<file path="config.mk">
export PLATFORM = sky130hd
export DESIGN_NAME = ebi_master
export DESIGN_NICKNAME = d
export VERILOG_FILES = /design/src/rtl/ebi_pkg.sv /design/src/rtl/ebi_req_fifo.sv /design/src/rtl/ebi_master.sv
export SDC_FILE = /design/constraint.sdc
export NUM_CORES = 1
export LEC_CHECK = 0
export BUFFER_PORTS_ARGS = -buffer_cell sky130_fd_sc_hd__buf_2
export CAP_MARGIN = 20
export CORE_MARGIN = 8
export CORE_UTILIZATION = 43
export CTS_CLUSTER_DIAMETER = 100
export CTS_CLUSTER_SIZE = 12
export DETAILED_ROUTE_END_ITERATION = 8
export PLACE_DENSITY_LB_ADDON = 0.2
export SLEW_MARGIN = 20
export SYNTH_ARGS = -nofsm -noshare
export SYNTH_HDL_FRONTEND = slang
export SYNTH_SLANG_ARGS = --single-unit
export TNS_END_PERCENT = 30
</file>
<file path="constraint.sdc">
create_clock -name clk_100m -period 4.5 [get_ports clk_100m]
set_input_delay 0.45 -clock clk_100m [delete_from_list [all_inputs] [get_ports clk_100m]]
set_output_delay 0.45 -clock clk_100m [all_outputs]
set_load 0.01 [all_outputs]
</file>
<file path="src/rtl/ebi_pkg.sv">
// Shared types for the EBI bus initiator.
// State enum, request bundle and bank codes.
package ebi_pkg;

  typedef enum logic [2:0] {
    ST_IDLE,
    ST_ADDR,
    ST_ALE,
    ST_DSETUP,
    ST_STROBE,
    ST_HOLD,
    ST_GAP
  } ebi_state_t;

  typedef struct packed {
    logic        write;
    logic [2:0]  bank;
    logic [15:0] addr;
    logic [15:0] wdata;
  } ebi_req_t;

  localparam logic [2:0] EBI_BANK_OAM         = 3'd0;
  localparam logic [2:0] EBI_BANK_VRAM_SPRITE = 3'd1;
  localparam logic [2:0] EBI_BANK_PALETTE     = 3'd3;

  localparam int EBI_FIFO_DEPTH = 4;

  function automatic logic [7:0] cyc_load(
    input int unsigned n
  );
    return 8'(n - 1);
  endfunction

endpackage

</file>
<file path="src/rtl/ebi_req_fifo.sv">
// Request queue in front of the EBI sequencer.
// Synchronous reset empties the queue.
module ebi_req_fifo
  import ebi_pkg::*;
#(
  parameter int DEPTH = 4,
  parameter int AW    = $clog2(DEPTH)
) (
  input  logic          clk,
  input  logic          reset,
  input  logic          push,
  input  ebi_req_t      din,
  input  logic          pop,
  output ebi_req_t      dout,
  output logic          empty,
  output logic          full,
  output logic [AW:0]   count
);

  ebi_req_t        mem [DEPTH];
  logic [AW-1:0]   wr_ptr;
  logic [AW-1:0]   rd_ptr;
  logic            do_push;
  logic            do_pop;

  assign empty   = (count == '0);
  assign full    = (count == (AW+1)'(DEPTH));
  assign do_pop  = pop && !empty;
  assign do_push = push && (!full || do_pop);
  assign dout    = mem[rd_ptr];

  // Pointer and occupancy bookkeeping.
  always_ff @(posedge clk) begin
    if (reset) begin
      wr_ptr <= '0;
      rd_ptr <= '0;
      count  <= '0;
    end else begin
      if (do_push)
        wr_ptr <= (wr_ptr == AW'(DEPTH - 1)) ? '0 : wr_ptr + 1'b1;
      if (do_pop)
        rd_ptr <= (rd_ptr == AW'(DEPTH - 1)) ? '0 : rd_ptr + 1'b1;
      count <= count
             + (AW+1)'(do_push)
             - (AW+1)'(do_pop);
    end
  end

  // Storage, no reset needed.
  always_ff @(posedge clk) begin
    if (do_push)
      mem[wr_ptr] <= din;
  end

endmodule

</file>
<file path="src/rtl/ebi_master.sv">
// Multiplexed EBI address/data bus initiator.
// Define EBI_MASTER_FIFO_EN for a 4-deep request queue.
module ebi_master
  import ebi_pkg::*;
#(
  parameter int unsigned ADDR_SETUP_CYC = 2,
  parameter int unsigned ALE_CYC        = 2,
  parameter int unsigned DATA_SETUP_CYC = 2,
  parameter int unsigned STROBE_CYC     = 4,
  parameter int unsigned HOLD_CYC       = 2,
  parameter int unsigned IDLE_CYC       = 8
) (
  input  logic        clk_100m,
  input  logic        reset,
  input  logic        req_valid,
  output logic        req_ready,
  input  logic        req_write,
  input  logic [2:0]  req_bank,
  input  logic [15:0] req_addr,
  input  logic [15:0] req_wdata,
  output logic        rsp_valid,
  output logic [15:0] rsp_rdata,
  output logic [15:0] ebi_ad_o,
  output logic        ebi_ad_oe,
  input  logic [15:0] ebi_ad_i,
  output logic        ebi_ale,
  output logic        ebi_we,
  output logic        ebi_re,
  output logic [2:0]  bank_select,
  output logic        busy
);

  ebi_state_t  state_q, state_d;
  logic [7:0]  cnt_q, cnt_d;
  ebi_req_t    cur_q, cur_d;
  ebi_req_t    new_req;
  logic        have_req;
  logic        start;
  logic        sample_rd;
  logic [15:0] ad_d;
  logic        oe_d;
  logic        ale_d;
  logic        we_d;
  logic        re_d;

`ifdef EBI_MASTER_FIFO_EN
  localparam int FAW = $clog2(EBI_FIFO_DEPTH);

  ebi_req_t     in_req;
  logic         push;
  logic         fifo_empty;
  logic         fifo_full;
  logic [FAW:0] fifo_count;
  logic [FAW+1:0] fifo_next;

  assign in_req = '{
    write: req_write,
    bank:  req_bank,
    addr:  req_addr,
    wdata: req_wdata
  };
  assign push     = req_valid && req_ready && !fifo_full;
  assign have_req = !fifo_empty;
  assign fifo_next = {1'b0, fifo_count}
                   + (FAW+2)'(push)
                   - (FAW+2)'(start);

  ebi_req_fifo #(
    .DEPTH (EBI_FIFO_DEPTH)
  ) u_fifo (
    .clk   (clk_100m),
    .reset (reset),
    .push  (push),
    .din   (in_req),
    .pop   (start),
    .dout  (new_req),
    .empty (fifo_empty),
    .full  (fifo_full),
    .count (fifo_count)
  );
`else
  assign new_req = '{
    write: req_write,
    bank:  req_bank,
    addr:  req_addr,
    wdata: req_wdata
  };
  assign have_req = req_valid && req_ready;
`endif

  // Phase sequencing: each phase runs its cycle count down to zero.
  always_comb begin
    state_d = state_q;
    cnt_d   = cnt_q;
    start   = 1'b0;
    if (state_q == ST_IDLE) begin
      if (have_req) begin
        start   = 1'b1;
        state_d = ST_ADDR;
        cnt_d   = cyc_load(ADDR_SETUP_CYC);
      end
    end else if (cnt_q != 8'd0) begin
      cnt_d = cnt_q - 8'd1;
    end else begin
      unique case (state_q)
        ST_ADDR: begin
          state_d = ST_ALE;
          cnt_d   = cyc_load(ALE_CYC);
        end
        ST_ALE: begin
          state_d = ST_DSETUP;
          cnt_d   = cyc_load(DATA_SETUP_CYC);
        end
        ST_DSETUP: begin
          state_d = ST_STROBE;
          cnt_d   = cyc_load(STROBE_CYC);
        end
        ST_STROBE: begin
          state_d = ST_HOLD;
          cnt_d   = cyc_load(HOLD_CYC);
        end
        ST_HOLD: begin
          state_d = ST_GAP;
          cnt_d   = cyc_load(IDLE_CYC);
        end
        ST_GAP: begin
          state_d = ST_IDLE;
`ifdef EBI_MASTER_FIFO_EN
          // Chain straight into the next queued request.
          if (have_req) begin
            start   = 1'b1;
            state_d = ST_ADDR;
            cnt_d   = cyc_load(ADDR_SETUP_CYC);
          end
`endif
        end
        default: state_d = ST_IDLE;
      endcase
    end
  end

  assign cur_d     = start ? new_req : cur_q;
  assign sample_rd = (state_q == ST_STROBE)
                  && (cnt_q == 8'd0)
                  && !cur_q.write;

  // Bus drive values for the phase entered next cycle.
  always_comb begin
    ad_d  = '0;
    oe_d  = 1'b0;
    ale_d = 1'b1;
    we_d  = 1'b1;
    re_d  = 1'b1;
    unique case (state_d)
      ST_ADDR: begin
        ad_d = cur_d.addr;
        oe_d = 1'b1;
      end
      ST_ALE: begin
        ad_d  = cur_d.addr;
        oe_d  = 1'b1;
        ale_d = 1'b0;
      end
      ST_DSETUP, ST_HOLD: begin
        if (cur_d.write) begin
          ad_d = cur_d.wdata;
          oe_d = 1'b1;
        end
      end
      ST_STROBE: begin
        if (cur_d.write) begin
          ad_d = cur_d.wdata;
          oe_d = 1'b1;
          we_d = 1'b0;
        end else begin
          re_d = 1'b0;
        end
      end
      default: ;
    endcase
  end

  // State, latched request and registered bus/handshake outputs.
  always_ff @(posedge clk_100m) begin
    if (reset) begin
      state_q     <= ST_IDLE;
      cnt_q       <= '0;
      cur_q       <= '0;
      ebi_ad_o    <= '0;
      ebi_ad_oe   <= 1'b0;
      ebi_ale     <= 1'b1;
      ebi_we      <= 1'b1;
      ebi_re      <= 1'b1;
      bank_select <= '0;
      rsp_valid   <= 1'b0;
      rsp_rdata   <= '0;
      req_ready   <= 1'b1;
      busy        <= 1'b0;
    end else begin
      state_q   <= state_d;
      cnt_q     <= cnt_d;
      cur_q     <= cur_d;
      ebi_ad_o  <= ad_d;
      ebi_ad_oe <= oe_d;
      ebi_ale   <= ale_d;
      ebi_we    <= we_d;
      ebi_re    <= re_d;
      rsp_valid <= sample_rd;
      if (sample_rd)
        rsp_rdata <= ebi_ad_i;
      if (start)
        bank_select <= new_req.bank;
`ifdef EBI_MASTER_FIFO_EN
      req_ready <= fifo_next < (FAW+2)'(EBI_FIFO_DEPTH);
      busy      <= (state_d != ST_IDLE) || (fifo_next != '0);
`else
      req_ready <= (state_d == ST_IDLE);
      busy      <= (state_d != ST_IDLE);
`endif
    end
  end

endmodule

</file>
==> impl_metrics.prom, run 1 <==
# TYPE chip_impl_metric gauge
chip_impl_info{name="status",value="finished clean"} 1
chip_impl_metric{name="num_io_pins",unit=""} 97
chip_impl_metric{name="area.growth.synth_to_final",unit="%"} 19.04
chip_impl_metric{name="pre_repair_dr_iteration_count",unit=""} 4
chip_impl_metric{name="ctsLongestPathBuffers",unit=""} 2
chip_impl_metric{name="n_fill_cell",unit=""} 786
chip_impl_info{name="clockRootBuffer",value="sky130_fd_sc_hd__clkbuf_8"} 1
chip_impl_metric{name="die_width",unit="um"} 106.9
chip_impl_info{name="crit_family",value="simple AND/OR/NAND/NOR gates"} 1
chip_impl_metric{name="route.vias.total",unit=""} 2784
chip_impl_metric{name="start_util",unit="%"} 43.70
chip_impl_metric{name="number_of_h_tree_branching_levels",unit=""} 3
chip_impl_metric{name="cts_sinks",unit=""} 86
chip_impl_metric{name="grt_antenna_before_repair",unit=""} 0
chip_impl_metric{name="first_global_vias",unit=""} 2744
chip_impl_metric{name="clock_latency",unit="ps"} 340
chip_impl_metric{name="die_h",unit="um"} 106.9
chip_impl_metric{name="layout-drive-gt1-share",unit="%"} 35.63
chip_impl_metric{name="antennaDiodeCount",unit=""} 0
chip_impl_metric{name="global_route.overflow_total",unit=""} 0
chip_impl_metric{name="syn-num-nets",unit=""} 416
chip_impl_info{name="worstSetupPathType",value="reg2reg"} 1
chip_impl_info{name="yosysTopAreaCell",value="sky130_fd_sc_hd__dfxtp_1"} 1
chip_impl_metric{name="clock.fmax",unit="MHz"} 438.4
chip_impl_metric{name="critical_path_buf_inv_count",unit=""} 0
chip_impl_info{name="grt_setup_unrepaired",value="false"} 1
chip_impl_metric{name="netlist_instances",unit=""} 359
chip_impl_metric{name="port_buffers",unit=""} 96
chip_impl_metric{name="die_area",unit="mm2"} 0.01143
chip_impl_metric{name="report.final.hold_viol_count",unit=""} 0
chip_impl_metric{name="synth_warn",unit=""} 0
chip_impl_metric{name="final_max_slew_viol_count",unit=""} 0
chip_impl_metric{name="detailed_place_hpwl",unit="mm"} 5.691
chip_impl_metric{name="via_per_inst",unit=""} 5.025
chip_impl_metric{name="crit_arrival",unit="ps"} 2490
chip_impl_metric{name="cts_made_buffers",unit=""} 9
chip_impl_metric{name="clock-skew-final",unit="ps"} 9.025
chip_impl_metric{name="grt_usage",unit="%"} 14.87
chip_impl_metric{name="final-setup-viol-count",unit=""} 0
chip_impl_info{name="worst_path_max_delay_cell",value="sky130_fd_sc_hd__nor2_8"} 1
chip_impl_metric{name="route.detailed.drc",unit=""} 0
chip_impl_metric{name="max_slew.worst_pin.slew",unit="ps"} 687.0
chip_impl_metric{name="crit_path_max_fanout",unit=""} 35
chip_impl_metric{name="seq_area",unit="mm2"} 0.001722
chip_impl_metric{name="leakagePower",unit="nW"} 1.774
chip_impl_metric{name="floorplan.rows",unit=""} 33
chip_impl_info{name="netlist_top_cells_count",value="sky130_fd_sc_hd__dfxtp_1 (86), sky130_fd_sc_hd__nand2_1 (45), sky130_fd_sc_hd__nor2_1 (37)"} 1
chip_impl_info{name="netlist_top_cells_area",value="sky130_fd_sc_hd__dfxtp_1 (48%), sky130_fd_sc_hd__mux2_2 (10%), sky130_fd_sc_hd__nor2b_1 (5.8%)"} 1
chip_impl_metric{name="synthArstFlopShare",unit="%"} 0
chip_impl_metric{name="power-per-cell-area",unit="mW/mm2"} 666.7
chip_impl_metric{name="postRouteAntennaNets",unit=""} 0
chip_impl_metric{name="synth_sequential_area_ratio",unit="%"} 48.43
chip_impl_metric{name="drt_first_iter_violations",unit=""} 217
chip_impl_metric{name="synth_area_per_cell",unit="um2"} 9.902
chip_impl_metric{name="synth_area",unit="mm2"} 0.003555
chip_impl_metric{name="worst_setup_hold_path_clk_slew",unit="ps"} 80
chip_impl_metric{name="synth_cell_types",unit=""} 46
chip_impl_metric{name="fin_setup_tns",unit="ps"} 0
chip_impl_info{name="min_path_type",value="in2reg"} 1
chip_impl_info{name="crit_end_category",value="flop"} 1
chip_impl_metric{name="synth.ff_latch_count",unit=""} 86
chip_impl_info{name="clock_tree_from_tritoncts",value="done"} 1
chip_impl_metric{name="post-place-cells",unit=""} 539
chip_impl_metric{name="vdd.ir_drop.worst",unit="uV"} 376.0
chip_impl_metric{name="grt_start_max_net_pins",unit=""} 50
chip_impl_metric{name="grt_first_pass_wirelength",unit="mm"} 13.68
chip_impl_metric{name="max-slew-margin-rel",unit="%"} 53.85
chip_impl_metric{name="layout.cells.non_filler",unit=""} 554
chip_impl_metric{name="maxCapViolations",unit=""} 0
chip_impl_info{name="crit_chain",value="or3_4 > nor2_8 > mux2_2 > a32oi_1 > nor2_1"} 1
chip_impl_metric{name="finalCriticalPeriod",unit="ps"} 2281
chip_impl_metric{name="detail_route.wirelength",unit="mm"} 8.309
chip_impl_info{name="synth_flop_cell",value="sky130_fd_sc_hd__dfxtp_1"} 1
chip_impl_metric{name="cp_slowest_stage_delay",unit="ps"} 510
chip_impl_metric{name="cts_hold_repair.buffers",unit=""} 0
chip_impl_metric{name="synth_top_area_share",unit="%"} 48.43
chip_impl_metric{name="crit_required",unit="ps"} 4710
chip_impl_metric{name="detail_route.wl_per_cell",unit="um"} 15.00
chip_impl_metric{name="nets",unit=""} 502
chip_impl_metric{name="cts_repair_resize_count",unit=""} 0
chip_impl_metric{name="gp_congestion",unit=""} 0.8072
chip_impl_metric{name="post_cts_setup_repair_bufs",unit=""} 0
chip_impl_metric{name="core_area",unit="mm2"} 0.008134
chip_impl_metric{name="multi_input_comb_area",unit="mm2"} 0.001664
chip_impl_info{name="yosysMostFrequentCell",value="sky130_fd_sc_hd__dfxtp_1"} 1
chip_impl_metric{name="number_of_enable_flip_flop_cells_after_synthesis",unit=""} 0
chip_impl_metric{name="period_share",unit="%"} 50.69
chip_impl_info{name="setup.worst_path.start_class",value="flop"} 1
-- routing by layer --
layer	routed length (um)	global-route usage, %	share of wire (%)
met5	0	0	0
met3	555	5.279	6.7
met2	3878	23.93	47
met4	77	4.824	0.93
met1	3797	18.10	46
-- state kept, by name, summed over array words and instances, names as in the netlist, 3 cells and up --
name and cells:
cur_q 36, ebi_ad_o 16, rsp_rdata 16, cnt_q 8
state_q 3
-- layout by cell type, fill, tap and decap left out, types with 3 or more instances in the layout --
cell,instances
sky130_fd_sc_hd__a211oi_1,3
sky130_fd_sc_hd__a21oi_1,25
sky130_fd_sc_hd__a32oi_1,16
sky130_fd_sc_hd__buf_2,96
sky130_fd_sc_hd__clkbuf_8,9
sky130_fd_sc_hd__dfxtp_1,86
sky130_fd_sc_hd__inv_1,4
sky130_fd_sc_hd__mux2_2,32
sky130_fd_sc_hd__mux2i_1,5
sky130_fd_sc_hd__nand2_1,45
sky130_fd_sc_hd__nand2b_1,3
sky130_fd_sc_hd__nand3_1,3
sky130_fd_sc_hd__nor2_1,37
sky130_fd_sc_hd__nor2b_1,33
sky130_fd_sc_hd__nor3_1,3
sky130_fd_sc_hd__nor3_4,3
sky130_fd_sc_hd__o21ai_0,7
-- logic make-up after synthesis --
group / Yosys count / share of synthesized area (%)
simple gates: 140 / 21.33
flops: 86 / 48.43
compound gates: 66 / 12.99
mux: 37 / 11.55
buf+inv: 27 / 4.752
fa+ha+maj: 2 / 0.7039
xor+xnor: 1 / 0.2464
-- per-stage QoR --
stage / setup WS, ps / util, % / power (mW) / area [um2] / hold slack [ps]
2_1_floorplan: 2643 / - / 2.028 / 3555 / 461.7
3_3_place_gp: 2257 / 49.52 / 2.260 / 4028 / 439.2
3_5_place_dp: 2228 / 49.52 / 2.274 / 4028 / 445.3
4_1_cts: 2212 / 52.02 / 2.843 / 4232 / 321.6
5_1_grt: 2053 / 52.02 / 3.021 / 4232 / 321.7
6_report: 2219 / 52.02 / 2.821 / 4232 / 338.9
-- tightest hold or removal path, cell delays in order --
cell	delay (ps)
sky130_fd_sc_hd__buf_2	90
sky130_fd_sc_hd__nand2_1	40
sky130_fd_sc_hd__a21oi_1	50
-- power by group --
group / switching, mW / leakage (nW) / internal [mW]
sequential: 0.110 / 0.701 / 0.912
clock: 0.252 / 0.0994 / 0.309
combinational: 0.711 / 0.974 / 0.526
total: 1.07 / 1.77 / 1.75
-- layout make-up --
cell class | instances | area share [%]
clock inverters | 4 | 1.715
multi-input cells | 246 | 39.33
inverters | 4 | 0.3548
clock buffers | 11 | 3.105
well taps | 105 | 3.105
repair buffers | 98 | 11.71
flip-flops and latches | 86 | 40.69
-- final timing paths --
check / from / to / slack (ps) / cells past startpoint
max: state_q[1] / ebi_ad_o[8] / 2220 / 5
min: ebi_ad_i[3] / rsp_rdata[3] / 340 / 3
max reg2reg: state_q[1] / ebi_ad_o[8] / 2220 / 5
min reg2reg: rsp_rdata[13] / rsp_rdata[13] / 450 / 2
Note: power is estimated with default switching activity, not from simulation.
==> run 2: changes to the inputs <==
Settings changed: ABC_AREA set to 1.
Clock period 4.5 ns to 2.16 ns, I/O delays scaled along.
==> impl_metrics.prom, run 2 <==
# TYPE chip_impl_metric gauge
chip_impl_metric{name="maxCapViolations",unit=""} 0
chip_impl_metric{name="final_max_slew_viol_count",unit=""} 0
chip_impl_info{name="netlist_top_cells_area",value="sky130_fd_sc_hd__dfxtp_1 (47%), sky130_fd_sc_hd__nand2_1 (9.3%), sky130_fd_sc_hd__nor2_1 (8.3%)"} 1
chip_impl_info{name="crit_end_category",value="flop"} 1
chip_impl_metric{name="max_slew.worst_pin.slew",unit="ps"} 801.0
chip_impl_metric{name="worst_r2r_path_depth",unit=""} 11
chip_impl_metric{name="netSwitchingPower",unit="mW"} 2.533
chip_impl_metric{name="post_cts_setup_repair_bufs",unit=""} 0
chip_impl_metric{name="power.combinational.fraction",unit="%"} 43.2
chip_impl_metric{name="syn-num-nets",unit=""} 539
chip_impl_metric{name="reg2reg_setup_slack",unit="ps"} 260
chip_impl_info{name="worstSetupPathType",value="reg2reg"} 1
chip_impl_info{name="worst_setup_path_startpoint",value="cnt_q[0]"} 1
chip_impl_info{name="grt_setup_unrepaired",value="false"} 1
chip_impl_metric{name="layout-drive-gt1-share",unit="%"} 27.00
chip_impl_metric{name="start_util",unit="%"} 44.16
chip_impl_metric{name="clock_latency",unit="ps"} 350
chip_impl_info{name="largestRegisters",value="cur_q (36), ebi_ad_o (16), rsp_rdata (16)"} 1
chip_impl_metric{name="cell_internal_pwr",unit="mW"} 3.575
chip_impl_metric{name="met2_usage",unit="%"} 23.25
chip_impl_metric{name="cts_made_buffers",unit=""} 9
chip_impl_metric{name="core_area",unit="mm2"} 0.008217
chip_impl_metric{name="clock.fmax",unit="MHz"} 527.0
chip_impl_metric{name="route.vias.total",unit=""} 3276
chip_impl_metric{name="cts_repair_resize_count",unit=""} 0
chip_impl_metric{name="detail_route.wl_per_cell",unit="um"} 13.29
chip_impl_info{name="clock_tree_from_tritoncts",value="done"} 1
chip_impl_metric{name="vdd.ir_drop.worst",unit="uV"} 691.7
chip_impl_metric{name="number_of_enable_flip_flop_cells_after_synthesis",unit=""} 0
chip_impl_info{name="largest-register",value="cur_q"} 1
chip_impl_metric{name="detailed_place_hpwl",unit="mm"} 6.578
chip_impl_info{name="status",value="finished clean"} 1
chip_impl_metric{name="floorplan.rows",unit=""} 33
chip_impl_metric{name="die_width",unit="um"} 107.9
chip_impl_metric{name="synthArstFlopShare",unit="%"} 0
chip_impl_metric{name="grt_usage",unit="%"} 15.97
chip_impl_metric{name="synth_sequential_area_ratio",unit="%"} 47.45
chip_impl_info{name="synth_flop_cell",value="sky130_fd_sc_hd__dfxtp_1"} 1
chip_impl_info{name="layout.cells.most_common_list",value="sky130_fd_sc_hd__buf_2 (96), sky130_fd_sc_hd__nand2_1 (90), sky130_fd_sc_hd__dfxtp_1 (86)"} 1
chip_impl_metric{name="final_core_area_utilization",unit="%"} 53.27
chip_impl_metric{name="cts_sinks",unit=""} 86
chip_impl_metric{name="die_area",unit="mm2"} 0.01163
chip_impl_metric{name="die_h",unit="um"} 107.9
chip_impl_metric{name="drt_first_iter_violations",unit=""} 207
chip_impl_info{name="most_common_library_cell_in_the_layout_ignoring_fill_and_taps",value="sky130_fd_sc_hd__buf_2"} 1
chip_impl_metric{name="largest_register_ff_count",unit=""} 36
chip_impl_metric{name="sw_frac_of_total",unit="%"} 41.47
chip_impl_metric{name="power.clock.fraction",unit="%"} 21.0
chip_impl_metric{name="grt_first_pass_wirelength",unit="mm"} 15.10
chip_impl_metric{name="synth.ff_latch_count",unit=""} 86
chip_impl_metric{name="n_fill_cell",unit=""} 797
chip_impl_metric{name="grt_antenna_before_repair",unit=""} 0
chip_impl_metric{name="leakagePower",unit="nW"} 2.095
chip_impl_metric{name="pre_repair_dr_iteration_count",unit=""} 4
chip_impl_metric{name="detail_route.wirelength",unit="mm"} 9.022
chip_impl_metric{name="postRouteAntennaNets",unit=""} 0
chip_impl_info{name="min_path_type",value="in2reg"} 1
chip_impl_info{name="setup.worst_path.start_class",value="flop"} 1
chip_impl_info{name="yosysTopAreaCell",value="sky130_fd_sc_hd__dfxtp_1"} 1
chip_impl_metric{name="synth_area",unit="mm2"} 0.003628
chip_impl_metric{name="area.growth.synth_to_final",unit="%"} 20.62
chip_impl_metric{name="via_per_inst",unit=""} 4.825
chip_impl_metric{name="use_met1",unit="%"} 21.49
chip_impl_info{name="reg2reg_to",value="ebi_ad_o[5]"} 1
chip_impl_metric{name="crit_arrival",unit="ps"} 2180
chip_impl_metric{name="crit_path_max_fanout",unit=""} 16
chip_impl_metric{name="final-setup-viol-count",unit=""} 0
chip_impl_metric{name="sequential_cell_fraction_of_total_power",unit="%"} 35.8
chip_impl_metric{name="period_share",unit="%"} 87.84
chip_impl_metric{name="clock-skew-final",unit="ps"} 8.821
chip_impl_info{name="netlist_top_cells_count",value="sky130_fd_sc_hd__nand2_1 (90), sky130_fd_sc_hd__dfxtp_1 (86), sky130_fd_sc_hd__nor2_1 (80)"} 1
chip_impl_metric{name="first_global_vias",unit=""} 3221
chip_impl_metric{name="worst_setup_hold_path_clk_slew",unit="ps"} 90
chip_impl_metric{name="antennaDiodeCount",unit=""} 0
chip_impl_info{name="endpoint",value="ebi_ad_o[5]"} 1
chip_impl_metric{name="route.detailed.drc",unit=""} 0
chip_impl_metric{name="number_of_h_tree_branching_levels",unit=""} 3
chip_impl_metric{name="synth_cell_types",unit=""} 28
chip_impl_metric{name="ctsLongestPathBuffers",unit=""} 2
chip_impl_metric{name="synth_top_area_share",unit="%"} 47.45
chip_impl_metric{name="global_route.overflow_total",unit=""} 0
chip_impl_metric{name="synth_area_per_cell",unit="um2"} 7.528
chip_impl_metric{name="synth_warn",unit=""} 0
chip_impl_metric{name="power-per-cell-area",unit="mW/mm2"} 1396
chip_impl_metric{name="globalRouteMet3Util",unit="%"} 4.311
chip_impl_metric{name="max-slew-margin-rel",unit="%"} 46.31
chip_impl_metric{name="finalCriticalPeriod",unit="ps"} 1897
chip_impl_metric{name="port_buffers",unit=""} 96
chip_impl_metric{name="fin_setup_tns",unit="ps"} 0
chip_impl_info{name="top_usage_layer",value="met2"} 1
chip_impl_info{name="r2r_start",value="cnt_q[0]"} 1
chip_impl_metric{name="nets",unit=""} 626
chip_impl_info{name="yosysMostFrequentCell",value="sky130_fd_sc_hd__nand2_1"} 1
chip_impl_metric{name="cts_hold_repair.buffers",unit=""} 0
chip_impl_metric{name="crit_required",unit="ps"} 2440
chip_impl_info{name="clockRootBuffer",value="sky130_fd_sc_hd__clkbuf_8"} 1
chip_impl_metric{name="grt_start_max_net_pins",unit=""} 31
chip_impl_metric{name="netlist_instances",unit=""} 482
chip_impl_metric{name="gp_congestion",unit=""} 0.8186
chip_impl_metric{name="num_io_pins",unit=""} 97
chip_impl_metric{name="report.final.hold_viol_count",unit=""} 0
## run 2: cell count changes in the layout (fill, tap and decap cells not counted), moves of 21 or more
| cell | previous run | this run |
|---|---|---|
| sky130_fd_sc_hd__inv_1 | 4 | 28 |
| sky130_fd_sc_hd__nor2_1 | 37 | 80 |
| sky130_fd_sc_hd__mux2_2 | 32 | 0 |
| sky130_fd_sc_hd__nand2_1 | 45 | 90 |
| sky130_fd_sc_hd__nand4_1 | 1 | 23 |
| sky130_fd_sc_hd__nor2b_1 | 33 | 0 |
| sky130_fd_sc_hd__nand3_1 | 3 | 24 |
## run 2: power groups by stage
stage	sequential [mW]	combinational, mW	clock (mW)
2_1_floorplan	2.26	2.03	0
3_3_place_gp	2.21	2.60	0
3_5_place_dp	2.22	2.63	0
4_1_cts	2.19	2.65	1.31
5_1_grt	2.24	2.98	1.38
6_report	2.19	2.64	1.28
## run 2: how the worst min path moves through the flow
stage,endpoint,slack [ps],cells past startpoint,start
detailed placement,rsp_rdata[0],450,3,ebi_ad_i[0]
CTS,cur_q[32],70,3,req_bank[0]
global route,rsp_rdata[11],80,3,ebi_ad_i[11]
global placement,rsp_rdata[7],440,3,ebi_ad_i[7]
floorplan,cur_q[32],350,2,req_bank[0]
finish,cur_q[32],80,3,req_bank[0]
## run 2: per-stage QoR
stage | cells | setup WS (ps) | power, mW | area, um2 | hold WS [ps]
6_report | 679 | 262.6 | 6.108 | 4377 | 80.95
4_1_cts | 679 | 268.2 | 6.149 | 4377 | 67.51
5_1_grt | 679 | 14.19 | 6.599 | 4377 | 78.42
2_1_floorplan | 482 | 538.8 | 4.281 | 3628 | 350.9
3_3_place_gp | 663 | 361.1 | 4.807 | 4150 | 436.4
3_5_place_dp | 663 | 276.0 | 4.851 | 4150 | 447.2
## run 2: kinds of logic (layout without fill, tap and decap cells)
logic type	after synthesis	count (layout)	synth area share, %
buffers and inverters	63	155	7.759
DFF	86	86	47.45
adders and majority gates	2	2	0.6895
and+or+nand+nor	244	244	31.52
AOI/OAI and AO/OA	87	87	12.59
## run 2: critical path, cell delays in order, from the launching register on
cell	delay, ps
sky130_fd_sc_hd__dfxtp_1	320
sky130_fd_sc_hd__inv_1	130
sky130_fd_sc_hd__ha_1	210
sky130_fd_sc_hd__nand2_4	90
sky130_fd_sc_hd__nor2_8	160
sky130_fd_sc_hd__nand2_1	70
sky130_fd_sc_hd__nand2_1	70
sky130_fd_sc_hd__nand2_2	90
sky130_fd_sc_hd__inv_2	140
sky130_fd_sc_hd__buf_4	230
sky130_fd_sc_hd__nand4_1	160
sky130_fd_sc_hd__a21oi_1	160
## run 2: area by class of cell
class                   instances  area [um2]  area share [%]
flip-flops and latches         86        1722           39.34
clock inverters                 7       102.6           2.344
well taps                     105       131.4           3.002
inverters                      35       131.4           3.002
clock buffers                   9       123.9           2.830
repair buffers                104       540.5           12.35
multi-input cells             333        1625           37.14
## run 2: layer usage
| metal | vias up | routed length [um] |
|---|---|---|
| met4 | 0 | 106 |
| met3 | 8 | 572 |
| met2 | 82 | 3891 |
| met1 | 1451 | 4452 |
| li1 | 1735 | - |
| met5 | - | 0 |
